--- config.mk ---
export PLATFORM = sky130hd
export DESIGN_NAME = hazard_ctrl
export DESIGN_NICKNAME = d
export VERILOG_FILES = /design/src/rtl/hazard_ctrl.sv
export SDC_FILE = /design/constraint.sdc
export NUM_CORES = 1
export LEC_CHECK = 0
export ABC_AREA = 0
export CAP_MARGIN = 20
export CORE_MARGIN = 2
export CORE_UTILIZATION = 40
export CTS_BUF_LIST = sky130_fd_sc_hd__clkbuf_8
export CTS_CLUSTER_DIAMETER = 80
export DETAILED_ROUTE_END_ITERATION = 8
export PLACE_DENSITY = 0.66
export REMOVE_ABC_BUFFERS = 1
export SYNTH_ARGS = -nofsm -noshare
export SYNTH_HDL_FRONTEND = slang
export SYNTH_SLANG_ARGS = --single-unit
--- constraint.sdc ---
create_clock -name clk -period 2 [get_ports clk]
set_clock_uncertainty 0.1 [all_clocks]
set_input_delay 0.4 -clock clk [delete_from_list [all_inputs] [get_ports clk]]
set_output_delay 0.4 -clock clk [all_outputs]
set_load 0.05 [all_outputs]
--- src/rtl/hazard_ctrl.sv ---
// hazard_ctrl -- pipeline hazard unit for a five-stage core.
//
// Tracks a shadow copy of the hazard-relevant fields of the instructions in
// E, M and W. From those copies and the D-stage inputs it produces
// combinational stall, flush and operand-forwarding controls. A small FSM
// counts how long a data-memory access in M has been waiting and flags a
// timeout once that count saturates.
//
// Ports
//   clk          in   rising-edge clock
//   rst          in   asynchronous active-high reset
//   RS1D/RS2D    in   [4:0] source registers of the D instruction
//   RDD          in   [4:0] destination register of the D instruction
//   RegWriteD    in   D instruction writes RDD
//   MemWriteD    in   D instruction is a store
//   ResultSrcD   in   [1:0] 2'b01 marks a load
//   PCSrcE       in   branch/jump in E is taken
//   mem_ready    in   data memory completes the M access this cycle
//   StallF..M    out  hold PC, D/E, E/M, M/W registers
//   FlushD/E     out  clear F/D and D/E registers
//   ForwardAE/BE out  [1:0] 00 regfile, 01 W result, 10 M ALU result
//   mem_timeout  out  memory wait has saturated
//
// FSM states
//   state | meaning
//   RUN   | no memory wait outstanding, wait_cnt held at 0
//   MWAIT | access in M still waiting, wait_cnt counting up to 15

module hazard_ctrl (
    input  logic       clk,
    input  logic       rst,
    input  logic [4:0] RS1D,
    input  logic [4:0] RS2D,
    input  logic [4:0] RDD,
    input  logic       RegWriteD,
    input  logic       MemWriteD,
    input  logic [1:0] ResultSrcD,
    input  logic       PCSrcE,
    input  logic       mem_ready,
    output logic       StallF,
    output logic       StallD,
    output logic       StallE,
    output logic       StallM,
    output logic       FlushD,
    output logic       FlushE,
    output logic [1:0] ForwardAE,
    output logic [1:0] ForwardBE,
    output logic       mem_timeout
);

    typedef enum logic {RUN, MWAIT} state_t;

    state_t     state_q, state_d;
    logic [3:0] wait_cnt_q, wait_cnt_d;

    logic [4:0] e_rs1_q, e_rs1_d;
    logic [4:0] e_rs2_q, e_rs2_d;
    logic [4:0] e_rd_q, e_rd_d;
    logic       e_rw_q, e_rw_d;
    logic       e_ld_q, e_ld_d;
    logic       e_ma_q, e_ma_d;
    logic [4:0] m_rd_q, m_rd_d;
    logic       m_rw_q, m_rw_d;
    logic       m_ma_q, m_ma_d;
    logic [4:0] w_rd_q, w_rd_d;
    logic       w_rw_q, w_rw_d;

    logic       d_ld;
    logic       d_ma;
    logic       mem_stall;
    logic       lu_hazard;

    assign d_ld      = (ResultSrcD == 2'b01);
    assign d_ma      = d_ld | MemWriteD;
    assign mem_stall = m_ma_q & ~mem_ready;
    assign lu_hazard = e_ld_q & (e_rd_q != 5'd0) &
                       ((e_rd_q == RS1D) | (e_rd_q == RS2D));

    // M has priority over W because it holds the younger result.
    function automatic logic [1:0] fwd_sel(input logic [4:0] rs,
                                           input logic [4:0] m_rd,
                                           input logic       m_rw,
                                           input logic [4:0] w_rd,
                                           input logic       w_rw);
        logic [1:0] sel;
        sel = 2'b00;
        if (m_rw && (m_rd != 5'd0) && (m_rd == rs))
            sel = 2'b10;
        else if (w_rw && (w_rd != 5'd0) && (w_rd == rs))
            sel = 2'b01;
        return sel;
    endfunction

    always_comb begin
        StallF    = 1'b0;
        StallD    = 1'b0;
        StallE    = 1'b0;
        StallM    = 1'b0;
        FlushD    = 1'b0;
        FlushE    = 1'b0;
        ForwardAE = fwd_sel(e_rs1_q, m_rd_q, m_rw_q, w_rd_q, w_rw_q);
        ForwardBE = fwd_sel(e_rs2_q, m_rd_q, m_rw_q, w_rd_q, w_rw_q);
        if (mem_stall) begin
            // A taken branch must wait: flushing now would discard the
            // frozen instructions.
            StallF = 1'b1;
            StallD = 1'b1;
            StallE = 1'b1;
            StallM = 1'b1;
        end else if (PCSrcE) begin
            FlushD = 1'b1;
            FlushE = 1'b1;
        end else if (lu_hazard) begin
            StallF = 1'b1;
            StallD = 1'b1;
            FlushE = 1'b1;
        end
    end

    always_comb begin
        e_rs1_d = e_rs1_q;
        e_rs2_d = e_rs2_q;
        e_rd_d  = e_rd_q;
        e_rw_d  = e_rw_q;
        e_ld_d  = e_ld_q;
        e_ma_d  = e_ma_q;
        m_rd_d  = m_rd_q;
        m_rw_d  = m_rw_q;
        m_ma_d  = m_ma_q;
        w_rd_d  = 5'd0;
        w_rw_d  = 1'b0;
        if (!mem_stall) begin
            w_rd_d = m_rd_q;
            w_rw_d = m_rw_q;
            m_rd_d = e_rd_q;
            m_rw_d = e_rw_q;
            m_ma_d = e_ma_q;
            if (FlushE) begin
                e_rs1_d = 5'd0;
                e_rs2_d = 5'd0;
                e_rd_d  = 5'd0;
                e_rw_d  = 1'b0;
                e_ld_d  = 1'b0;
                e_ma_d  = 1'b0;
            end else begin
                e_rs1_d = RS1D;
                e_rs2_d = RS2D;
                e_rd_d  = RDD;
                e_rw_d  = RegWriteD;
                e_ld_d  = d_ld;
                e_ma_d  = d_ma;
            end
        end
    end

    always_comb begin
        state_d    = state_q;
        wait_cnt_d = wait_cnt_q;
        case (state_q)
            RUN: begin
                wait_cnt_d = 4'd0;
                if (mem_stall)
                    state_d = MWAIT;
            end
            MWAIT: begin
                if (!mem_stall) begin
                    state_d    = RUN;
                    wait_cnt_d = 4'd0;
                end else if (wait_cnt_q != 4'd15) begin
                    wait_cnt_d = wait_cnt_q + 4'd1;
                end
            end
            default: begin
                state_d    = RUN;
                wait_cnt_d = 4'd0;
            end
        endcase
    end

    assign mem_timeout = (state_q == MWAIT) && (wait_cnt_q == 4'd15);

    always_ff @(posedge clk or posedge rst) begin
        if (rst) begin
            state_q    <= RUN;
            wait_cnt_q <= 4'd0;
            e_rs1_q    <= 5'd0;
            e_rs2_q    <= 5'd0;
            e_rd_q     <= 5'd0;
            e_rw_q     <= 1'b0;
            e_ld_q     <= 1'b0;
            e_ma_q     <= 1'b0;
            m_rd_q     <= 5'd0;
            m_rw_q     <= 1'b0;
            m_ma_q     <= 1'b0;
            w_rd_q     <= 5'd0;
            w_rw_q     <= 1'b0;
        end else begin
            state_q    <= state_d;
            wait_cnt_q <= wait_cnt_d;
            e_rs1_q    <= e_rs1_d;
            e_rs2_q    <= e_rs2_d;
            e_rd_q     <= e_rd_d;
            e_rw_q     <= e_rw_d;
            e_ld_q     <= e_ld_d;
            e_ma_q     <= e_ma_d;
            m_rd_q     <= m_rd_d;
            m_rw_q     <= m_rw_d;
            m_ma_q     <= m_ma_d;
            w_rd_q     <= w_rd_d;
            w_rw_q     <= w_rw_d;
        end
    end

endmodule

Word-level counts from Yosys, hierarchy flattened --
Cells that the tools add are included.
Word-level totals: flip-flop bits (word level) 36, latch bits 0, RAM bits 0, ROM bits 0, input bits 23, output and inout port bits 11, word-level logic and storage cells 64, memories kept 0
Operators by class: add/sub/neg operators 1, $mul 0, divide/modulo/power cells 0, magnitude comparators 0, equality and inequality tests 10, shift operators 0, muxes and demuxes 23, bitwise logic cells 7, reduce and logical (&&, ||, !) cells 10
Operator list (number):
- $eq 5x5->1 | 6
- $mux 5 | 4
- $reduce_bool 5->1 | 3
- $mux 1 | 14
- $mux 4 | 2
- $pmux 4 s2 | 1
- $logic_and 1x1->1 | 7
- $add 4x1->4 const B | 1
- $eq 4x4->1 const B | 1
- $mux 2 | 2
- $ne 4x4->1 const B | 1
- $and 1x1->1 | 3
- $ne 3x2->1 const B | 1
- $eq 2x1->1 const B | 1
- $not 1->1 | 2
- $or 1x1->1 | 2

Depth between registers and ports, before layout --
depth in word-level cells 7, gate-level depth with buffers 7, gate-level depth less buffers 6

Worst setup path after synthesis --
OpenSTA, ideal clock, no wires.
path kind register -> output, start point reg m_rd_q[3], end point out ForwardBE[0], arrival time 3.004 ns, data required time 1.500 ns, slack -1.504 ns, stages on the path, launching flop included 5, buffers on the path 0, cell sequence dfrtp_1 > xnor2_1 > nand3_1 > nor4_1 > nor4_1
On the way: longest elaborated chain between the ends 4, elaborated cells on any way between the ends 5, classes of those cells eq/ne (1); mux (1); reduce/logical (3)
Ends and longest elaborated chain:
- start: declaration | line 62 | logic [4:0] m_rd_q, m_rd_d;
- start signal: assignment | line 206 | m_rd_q <= m_rd_d;
- $reduce_bool 5->1 | line 87 | if (m_rw && (m_rd != 5'd0) && (m_rd == rs))
- $logic_and 1x1->1 | line 87
- $logic_and 1x1->1 * | line 87
- $mux 2 * | line 87
- end: declaration | line 47 | output logic [1:0] ForwardBE,
Every way passes the cells marked *; elsewhere a longest branch is shown, timed or not.

Final worst setup path --
start point reg w_rd_q[4], end point out ForwardBE[0]
On the way: longest elaborated chain between the ends 5, elaborated cells on any way between the ends 6, classes of those cells eq/ne (1); mux (2); reduce/logical (3)
Ends and longest elaborated chain:
- start: declaration | line 65 | logic [4:0] w_rd_q, w_rd_d;
- start signal: assignment | line 209 | w_rd_q <= w_rd_d;
- $reduce_bool 5->1 | line 89 | else if (w_rw && (w_rd != 5'd0) && (w_rd == rs))
- $logic_and 1x1->1 | line 89
- $logic_and 1x1->1 * | line 89
- $mux 1 * | line 89
- $mux 2 * | line 87
Marks and branches as above.

==> metrics.md <==
| Metric | Value |
|---|---|
| Gr usage total | 17.7% |
| Buffers & Inverters on Critical Path | 2 |
| Area Overhead vs Synth | 47.4% |
| Final core occ | 62.4% |
| Mapped Area | 1880 um2 |
| Final period util | 122% |
| Clk pwr share | 25.6% |
| Hold Path Cell Cnt | 1 |
| Initial antenna violation count | 0 |
| Worst Setup Path Type | register to output port |
| Die X | 72.6 um |
| First-pass GRT wire length | 7160 um |
| CP top delay family | simple AND/OR/NAND/NOR gates |
| Starting density of the core | 42.3% |
| Uppermost layer routed | met4 |
| Pins Over Slew Limit | 0 |
| Largest net degree at the start of global routing | 37 |
| # clock sinks | 36 |
| Core area | 4440 um2 |
| Clock root buffer | clkbuf_8 |
| Clk_lat worst skew | 280 ps |
| Row count | 24 |
| Share of cells above drive strength 1 | 27.7% |
| Vias | 1,587 |
| Final critical-path required period | 2440 ps |
| CTS tree | yes |
| Post-Route WL | 4200 um |
| Wire length on met2 | 2040 um |
| Largest cells by area after synthesis | dfrtp_1 48%, xor2_1 11%, nand2_1 8.0%, nand3_1 5.1%, xnor2_1 2.8% |
| DRT met1 WL | 1920 um |
| Clock tree buffer depth | 2 |
| Most common cell in the synthesized netlist | nand2_1 |
| Total of max-cap violations | 0 |
| Pwr Total | 2060 uW |
| Hold buffer count at cts | 0 |
| Cells after DPL | 307 |
| Starting DRT DRC Count | 64 |
| CP required | 1500 ps |
| Combinational fraction of design power | 31.5% |
| Main synth FF type | dfrtp_1 |
| Via/cell ratio | 4.97 |
| H-tree lvl count | 2 |
| Startpoint type of the worst setup path | register |
| Slowest stage delay, CP | 550 ps |
| Synth Instances | 201 |
| Total stage count of the critical path | 6 |
| Peak Freq | 0.411 GHz |
| Pleak | 0.00130 uW |
| Final Hold Viols | 0 |
| WL/cell | 13.2 um |
| Crit path capture type | output port |
| Synth top area share | 47.9% |
| Worst R2R Path Depth | 5 |
| Status | finished with violations |
| Synth warnings | 0 |
| Nets | 290 |
| GR Overflow Total | 0 |
| DRC viols | 0 |
| Post-DP HPWL | 3050 um |
| Port buffer count | 33 |
| Max_slew headroom | 69.9% |
| Post-synth EDFFs | 0 |
| Die area | 5270 um2 |
| Flop pwr share | 42.9% |
| Net Switching | 652 uW |
| Worst Tran Pin Value | 451 ps |
| CP most frequent cell | or4_1 |
| Avg Synthesized Cell Area | 9.36 um2 |
| #FFs+latches synth | 36 |
| Failing checks | setup timing |
| Vias in the first global route | 1,560 |
| Fraction of registers with async set/reset | 100% |
| Met3 wire length | 145 um |
| Switching part of the total power | 31.7% |
| Crit path max fanout | 3 |
| Commonest cells in the netlist | 40 x nand2_1, 36 x dfrtp_1, 24 x xor2_1, 19 x nand3_1, 10 x o21ai_1 |
| Worst min path class | register to register |
| Critical-path cell list | or4_1, o21ai_2, or4_1, nor4_2, buf_4, buf_12 |
| P_int | 1410 uW |
| Seq/Total Area, Yosys | 47.9% |
| Dpl ws | -503 ps |
| Number of diodes | 0 |
| Distinct cells, synth | 32 |
| Pre-antenna DRT Iters | 4 |
| GP Congestion | 0.812 |
| DRT antenna net count | 0 |
| # IOs | 34 |
| Num CTS Buffers | 5 |
| Worst path arrival time | 1940 ps |
| Final setup violation count | 7 |
| Critical Path Slowest Stage Cell | or4_1 |
| Cell taking the most area after synthesis | dfrtp_1 |
| Final cell count without fillers | 319 |
| PwrDens | 742 nW/um2 |
| Unrepaired setup endpoints after global routing | yes |
| Die Ht | 72.6 um |
| Clk pin slew, worst setup/hold paths | 70 ps |
| Post-route setup slack | -435 ps |
| Maximum vdd ir drop | 0.461 mV |
## through the flow
step | setup TNS (ps) | hold WS, ps | cell area, um2
after global routing | -3030 | 390 | 2770
after CTS | -2560 | 380 | 2720
final | -2440 | 375 | 2770
after floorplan | -23670 | 335 | 1820
after global placement | -4540 | 354 | 2560
after detailed placement | -4560 | 367 | 2560
## cell usage in the layout, fill, tap and decap left out, types with 3 or more instances in the layout
cell | synthesis | final
buf_6 | 1 | 5
clkdlybuf4s50_1 | 0 | 15
xor2_1 | 24 | 24
clkbuf_8 | 0 | 6
nand3_1 | 19 | 19
nand2_1 | 40 | 40
and2_1 | 6 | 6
dfrtp_1 | 36 | 34
or4_1 | 4 | 3
nor2_1 | 7 | 6
nor3_1 | 4 | 3
buf_12 | 0 | 10
nor4_2 | 0 | 3
xnor2_1 | 6 | 6
o21ai_0 | 8 | 7
buf_4 | 2 | 32
dlygate4sd2_1 | 0 | 7
o21ai_1 | 10 | 9
## metal layers
layer | up-vias | global-route usage [%]
li1 | 806 | -
met1 | 733 | 23.5
met2 | 40 | 28.0
met3 | 8 | 3.87
met4 | 0 | 7.61
met5 | - | 0
## final cells by class
| class | count | area, um2 |
|---|---|---|
| fillers | 382 | 1670 |
| multi-input cells | 151 | 993 |
| flip-flops and latches | 36 | 903 |
| repair buffers | 69 | 708 |
| clock buffers | 6 | 82.6 |
| well taps | 52 | 65.1 |
| inverters | 3 | 11.3 |
| clock inverters | 2 | 10.0 |
## power groups by stage
stage | clock network [uW] | registers [uW] | logic (uW)
2_1_floorplan | 0 | 889 | 300
3_3_place_gp | 0 | 886 | 581
3_5_place_dp | 0 | 888 | 594
4_1_cts | 540 | 881 | 628
5_1_grt | 592 | 892 | 705
6_report | 528 | 882 | 649
## final timing paths
| path | startpoint | endpoint | slack, ps |
|---|---|---|---|
| min | e_ma_q | m_ma_q | 380 |
| min reg2reg | e_ma_q | m_ma_q | 380 |
| min in group asynchronous | rst | w_rd_q[4] | 430 |
| max reg2reg | e_rd_q[4] | e_ld_q | 90 |
| max in group asynchronous | rst | e_rd_q[4] | 1030 |
| max | w_rd_q[4] | ForwardBE[0] | -440 |
## state kept, by name (all words and copies together), names as in the netlist, 4 cells and up
| signal | count |
|---|---|
| e_rs2_q | 5 |
| e_rd_q | 5 |
| w_rd_q | 5 |
| m_rd_q | 5 |
| e_rs1_q | 5 |
| wait_cnt_q | 4 |
## timing repair
item,4_1_cts,5_1_grt
setup buffers,2,2
pin swaps,8,6
resized for setup,22,8
endpoints found under the setup margin,8,8
## kinds of logic after synthesis
family	after synthesis	share of synthesized area (%)
AND/OR/NAND/NOR	92	23.7
adder cells (fa/ha/maj)	1	0.665
buffers and inverters	14	3.66
AO/OA/AOI/OAI	28	10.1
XOR/XNOR	30	14.0
flip-flops	36	47.9
(Power assumes the default switching activity.)
